[src/rtl/pc_sequencer.sv]
// Multi-cycle control sequencer: drives PC unit, ALU, register file and memory port per instruction.
// Latency: 2 (j/illegal), 3 (beq), 4 (R-type/ori/lui/sw), 5 (lw) cycles plus one per memory wait cycle.
// Backpressure: MemReq holds and the state stalls while MemReady is low in FETCH or MEM.
module pc_sequencer (
  input  logic        Clk,
  input  logic        ReSet_n,
  input  logic [5:0]  Op,
  input  logic [5:0]  Funct,
  input  logic        Zero,
  input  logic        MemReady,
  input  logic        Halt,
  output logic        MemReq,
  output logic        MemWe,
  output logic        IorD,
  output logic        IrWr,
  output logic        PcEn,
  output logic        PcSel,
  output logic        Jump,
  output logic        AluSrc,
  output logic [1:0]  AluOp,
  output logic        RegWr,
  output logic        RegDst,
  output logic        MemToReg,
  output logic        Illegal,
  output logic [2:0]  State,
  output logic [31:0] InstrCnt
);

  typedef enum logic [2:0] {
    S_FETCH  = 3'd0,
    S_DECODE = 3'd1,
    S_EXEC   = 3'd2,
    S_MEM    = 3'd3,
    S_WB     = 3'd4
  } state_e;

  localparam logic [5:0] OP_RTYPE = 6'h00;
  localparam logic [5:0] OP_J     = 6'h02;
  localparam logic [5:0] OP_BEQ   = 6'h04;
  localparam logic [5:0] OP_ORI   = 6'h0D;
  localparam logic [5:0] OP_LUI   = 6'h0F;
  localparam logic [5:0] OP_LW    = 6'h23;
  localparam logic [5:0] OP_SW    = 6'h2B;

  localparam logic [1:0] ALU_ADD   = 2'b00;
  localparam logic [1:0] ALU_SUB   = 2'b01;
  localparam logic [1:0] ALU_FUNCT = 2'b10;
  localparam logic [1:0] ALU_ORLUI = 2'b11;

  state_e      state_q, state_d;
  // Set once a fetch request is on the bus, so a late Halt cannot withdraw it.
  logic        fetch_busy_q, fetch_busy_d;
  logic [31:0] instr_cnt_q, instr_cnt_d;

  logic is_rtype, is_j, is_beq, is_ori, is_lui, is_lw, is_sw, is_legal;

  // Opcode classification; unknown funct values still run as R-type.
  always_comb begin
    is_rtype = (Op == OP_RTYPE);
    is_j     = (Op == OP_J);
    is_beq   = (Op == OP_BEQ);
    is_ori   = (Op == OP_ORI);
    is_lui   = (Op == OP_LUI);
    is_lw    = (Op == OP_LW);
    is_sw    = (Op == OP_SW);
    is_legal = is_rtype | is_j | is_beq | is_ori | is_lui | is_lw | is_sw;
  end

  // Next-state and control outputs; everything is forced low while reset is asserted.
  always_comb begin
    state_d      = state_q;
    fetch_busy_d = fetch_busy_q;
    MemReq       = 1'b0;
    MemWe        = 1'b0;
    IorD         = 1'b0;
    IrWr         = 1'b0;
    PcEn         = 1'b0;
    PcSel        = 1'b0;
    Jump         = 1'b0;
    AluSrc       = 1'b0;
    AluOp        = ALU_ADD;
    RegWr        = 1'b0;
    RegDst       = 1'b0;
    MemToReg     = 1'b0;
    Illegal      = 1'b0;

    if (ReSet_n) begin
      case (state_q)
        S_FETCH: begin
          if (!Halt || fetch_busy_q) begin
            MemReq = 1'b1;
            if (MemReady) begin
              IrWr         = 1'b1;
              fetch_busy_d = 1'b0;
              state_d      = S_DECODE;
            end else begin
              fetch_busy_d = 1'b1;
            end
          end
        end

        S_DECODE: begin
          if (is_j) begin
            PcEn    = 1'b1;
            Jump    = 1'b1;
            state_d = S_FETCH;
          end else if (!is_legal) begin
            PcEn    = 1'b1;
            Illegal = 1'b1;
            state_d = S_FETCH;
          end else begin
            state_d = S_EXEC;
          end
        end

        S_EXEC: begin
          if (is_beq) begin
            AluOp   = ALU_SUB;
            PcEn    = 1'b1;
            PcSel   = Zero;
            state_d = S_FETCH;
          end else if (is_lw || is_sw) begin
            AluSrc  = 1'b1;
            AluOp   = ALU_ADD;
            state_d = S_MEM;
          end else if (is_rtype) begin
            AluOp   = ALU_FUNCT;
            state_d = S_WB;
          end else if (is_ori || is_lui) begin
            AluSrc  = 1'b1;
            AluOp   = ALU_ORLUI;
            state_d = S_WB;
          end else begin
            // Unreachable with a stable Op; recover to a clean fetch.
            state_d = S_FETCH;
          end
        end

        S_MEM: begin
          if (is_lw || is_sw) begin
            MemReq = 1'b1;
            IorD   = 1'b1;
            MemWe  = is_sw;
            if (MemReady) begin
              if (is_sw) begin
                PcEn    = 1'b1;
                state_d = S_FETCH;
              end else begin
                state_d = S_WB;
              end
            end
          end else begin
            state_d = S_FETCH;
          end
        end

        S_WB: begin
          RegWr    = 1'b1;
          PcEn     = 1'b1;
          RegDst   = is_rtype;
          MemToReg = is_lw;
          state_d  = S_FETCH;
        end

        default: begin
          state_d      = S_FETCH;
          fetch_busy_d = 1'b0;
        end
      endcase
    end
  end

  // Retired count advances on the single PC strobe of each instruction and wraps naturally.
  always_comb begin
    instr_cnt_d = instr_cnt_q + 32'(PcEn);
  end

  // State, fetch-in-flight flag and retired counter registers.
  always_ff @(posedge Clk or negedge ReSet_n) begin
    if (!ReSet_n) begin
      state_q      <= S_FETCH;
      fetch_busy_q <= 1'b0;
      instr_cnt_q  <= 32'd0;
    end else begin
      state_q      <= state_d;
      fetch_busy_q <= fetch_busy_d;
      instr_cnt_q  <= instr_cnt_d;
    end
  end

  assign State    = state_q;
  assign InstrCnt = instr_cnt_q;

  // The instruction register must hold Op/Funct steady once decoding has started.
  a_ir_stable : assert property (@(posedge Clk) disable iff (!ReSet_n)
    (state_q inside {S_EXEC, S_MEM, S_WB}) |-> ($stable(Op) && $stable(Funct)));

endmodule

[config.mk]
export PLATFORM = sky130hd
export DESIGN_NAME = pc_sequencer
export DESIGN_NICKNAME = d
export VERILOG_FILES = /design/src/rtl/pc_sequencer.sv
export SDC_FILE = /design/constraint.sdc
export NUM_CORES = 1
export LEC_CHECK = 0
export BUFFER_PORTS_ARGS = -buffer_cell sky130_fd_sc_hd__buf_4
export CELL_PAD_IN_SITES_DETAIL_PLACEMENT = 0
export CELL_PAD_IN_SITES_GLOBAL_PLACEMENT = 1
export CORE_MARGIN = 1.5
export CORE_UTILIZATION = 40
export CTS_CLUSTER_DIAMETER = 100
export DETAILED_ROUTE_END_ITERATION = 8
export PLACE_DENSITY = 0.86
export SYNTH_ARGS = -nofsm -noshare
export SYNTH_HDL_FRONTEND = slang
export SYNTH_SLANG_ARGS = --single-unit
[constraint.sdc]
create_clock -name Clk -period 6.19 [get_ports Clk]
set_input_delay 1.238 -clock Clk [delete_from_list [all_inputs] [get_ports Clk]]
set_output_delay 1.238 -clock Clk [all_outputs]
set_load 0.02 [all_outputs]
Word level (Yosys, flattened, before mapping)
Index checks and enable logic that the tools add are counted.
- flip-flop bits (word level): 36
- bits of input ports: 17
- output and inout bits: 49
- word-level logic and storage cells: 96
- $add $sub $neg: 1
- eq/ne operators: 13
- multiplexer cells: 63
- bitwise gates (word level): 7
- reduce and logical (&&, ||, !) cells: 9
- operators with widths (cell ; count):
    $mux W1 ; 42
    $add A32 B1 Y32 ; 1
    $mux W3 ; 9
    $mux W2 ; 8
    $eq A6 B4 Y1 const B ; 2
    $eq A6 B6 Y1 const B ; 2
    $pmux W3 S4 ; 1
    $eq A3 B2 Y1 const B ; 2
    $eq A6 B2 Y1 const B ; 1
    $eq A6 B3 Y1 const B ; 1
    $logic_not A6 Y1 ; 1
    $or A1 B1 Y1 ; 6
    $ne A2 B2 Y1 const B ; 2
    $pmux W1 S2 ; 2
    $pmux W1 S4 ; 1
    $reduce_and A4 Y1 ; 1
    $reduce_or A4 Y1 ; 1
    $eq A3 B1 Y1 const B ; 1
    $eq A3 B3 Y1 const B ; 1
    $logic_not A3 Y1 ; 1
    $logic_or A1 B1 Y1 ; 3
    $ne A3 B3 Y1 const B ; 1
    $reduce_and A3 Y1 ; 1
    $logic_not A1 Y1 ; 1
    $not A1 Y1 ; 1

Logic depth before layout (Yosys ltp)
- depth in word-level cells: 12
- depth in mapped cells: 12
- depth with buffers taken out: 10

Least setup slack after synthesis
No wires, ideal clock.
- path type: input -> output
- start: in ReSet_n
- end: out Jump
- data arrival time: 2.520 ns
- required time: 4.952 ns
- path slack: 2.432 ns
- cell stages on the path: 3
- buffers on the path: 0
- path through: nand2b_1 -> or3b_2 -> nor4_1
- cells in the longest elaborated chain, start to end: 1
- RTL lines (what ; RTL line ; source):
    start: declaration ; 6 ; input logic ReSet_n,
    $mux W1 ; 87 ; if (ReSet_n) begin
    end: declaration ; 18 ; output logic Jump,
Every way passes these cells.

Final worst setup path
Same ends and word-level chain as after synthesis.

==> results.cfg <==
[synth]
synth_seq_cells = 36
synth_xor_area_share_pct = 13.1
synth_top_family_by_area = simple AND/OR/NAND/NOR gates
ys_warn_count = 0
synth_area_sq_um = 2000
ys_top_cells_by_area = dfrtp_1 45%, xnor2_1 11%, nand4_1 5.0%
synthMuxAreaShare_pct = 0.563
syn_inst = 209
synth_fa_ha_area_share_pct = 1.25
async_flop_share_pct = 100
synth_cell_types = 42
synth_edf_count = 0
ys_seq_area_share_pct = 45.0
synth_compound_area_share_pct = 6.81
synth_flop_cell = dfrtp_1
netlist.area_leader.share_pct = 45.0
synthesis.nets = 228
syn_avg_cell_area_sq_um = 9.58
synth_top_area_cell = dfrtp_1
synthSimpleGateAreaFrac_pct = 29.4

[drt]
drtPass1Iterations = 4
post-route-drc-count = 0
wl_per_cell_um = 13.0
dr_total_vias = 1731
routed_wl_um = 4310
initialDrtViolationCount = 94
vias_per_cell = 5.21
final_antenna_net_count = 0

[critical_path]
crit_arrival_ns = 2.90
endpoint_kind = output pin
start_kind = input port
worstPathRequired_ns = 4.95
startpoint = ReSet_n
cp_max_fo = 43
crit_type = input port to output pin
r2r-start = State[2]

[cells_and_area]
synthToLayoutAreaGrowth_pct = 28.6
multiInputGateArea_sq_um = 1030
diodes = 0
final_cell_mix = 59 x buf_4, 36 x dfrtp_1, 25 x xnor2_1
final_common_cell = buf_4
fin_nets = 283
seq_area_sq_um = 901
layout-drive-gt1-share_pct = 27.5
nFillCells = 450

[cts]
htreeDepth = 2
hold_buffers = 0
clk_path_buf_depth = 2
post_cts_buffers = 0
cts.clk_slew.worst_paths_ns = 0.07
clk-insertion-delay-late_ns = 0.29
cts_tree = yes
clock-root-buffer = clkbuf_8
cts_buffers = 5
cts.sinks = 36
ctsResizeCount = 0

[timing]
timing_hold_violations_final = 0
fin_tns_setup_ns = 0
final.setup.worst_slack_ns = 2.05
fmax_mhz = 242
fin_crit_sh_pct = 66.9
slew_headroom_pct = 22.7
rsz0062_at_grt = no
maxSlewViolCount = 0
skew_ns = 0.00816
worst_slew_pin_slew_ns = 1.15
finalSetupViolCount = 0
finalCriticalPeriod_ns = 4.14

[floorplan]
die_h_um = 73.7
die_area_sq_um = 5440
die_x_um = 73.7
io_pins = 66
core_area_sq_um = 4790
start_util_pct = 41.8
placementRows = 25

[global_route]
grt-ovfl-total = 0
grt_start_max_net_pins = 44
grt_first_pass_wirelength_um = 7220
grt_usage_pct = 17.0
grt_pass1_vias = 1528
antenna_found_initial = 0

[placed_design]
portBuffers = 59
dpl_worst_slack_ns = 2.02
gp_congestion = 0.763
dp_hpwl_um = 3150

[pwr]
pwr_density_cell_nw_per_um2 = 250
p_leak_nw = 1.16
total_power_mw = 0.643
peakVddDrop_v = 0.000105

[min_path]
hp-class = flop to flop
hp-start = InstrCnt[31]

[run_status]
outcome = finished clean

[run]
drv_cap = 0
==> synth_stat cells (all sizes together) (6+ instances only) <==
master	number
nand3	13
and3	6
xnor2	25
nand2	19
nor2	13
buf	6
nand4	16
nor3	7
inv	6
dfrtp	36
and2	6
==> cell families after synthesis <==
logic type | Yosys count
mux | 1
simple gates | 105
fa+ha+maj | 2
xor+xnor | 30
compound gates | 18
flops | 36
buf+inv | 17
==> path summary, 6_finish.rpt <==
check | end | slack (ns) | cells past startpoint
hold reg to reg | InstrCnt[31] | 0.48 | 1
setup / recovery | Jump | 2.05 | 5
max in group asynchronous | InstrCnt[0] | 4.90 | 1
min in group asynchronous | InstrCnt[6] | 0.91 | 1
hold / removal | InstrCnt[31] | 0.48 | 1
setup reg to reg | InstrCnt[26] | 3.15 | 9
==> per-stage QoR <==
step	instances	area [sq um]	utilization, %	hold WS (ns)
3_5_place_dp	324	2480	51.8	0.472
4_1_cts	332	2570	53.8	0.486
2_1_floorplan	209	2000	-	0.464
5_1_grt	332	2570	53.8	0.522
6_report	332	2570	53.8	0.480
3_3_place_gp	324	2480	51.8	0.468
==> flip-flops by register name, indices dropped and copies added, names as in the netlist <==
| signal | flops |
|---|---|
| InstrCnt | 32 |
| State | 3 |
| fetch_busy_q | 1 |
==> critical path, cell delays in order <==
cell and delay [ns]:
buf_4 0.41, nand2b_1 0.25, or3b_2 0.54, nor4_1 0.24, buf_4 0.19
==> routing by layer <==
layer	track usage (%)	up-vias	wire [um]	part of all wire [%]
li1	-	860	-	-
met4	6.79	0	31	0.72
met5	0	-	0	0
met3	3.29	4	194	4.5
met2	26.8	49	2010	47
met1	22.8	818	2070	48
==> final cells by class <==
type	count	area share (%)
Multi-Input combinational cell	156	40.0
Clock buffer	7	3.35
Inverter	6	0.875
Tap cell	67	3.26
Timing Repair Buffer	59	17.2
Clock inverter	1	0.292
Sequential cell	36	35.0
==> power by group <==
| part | leakage (nW) | switching [mW] | total (mW) | internal (mW) |
|---|---|---|---|---|
| registers | 0.488 | 0.0378 | 0.298 | 0.260 |
| clock network | 0.0445 | 0.0828 | 0.173 | 0.0904 |
| logic | 0.631 | 0.0916 | 0.172 | 0.0806 |
(Power assumes the default switching activity.)
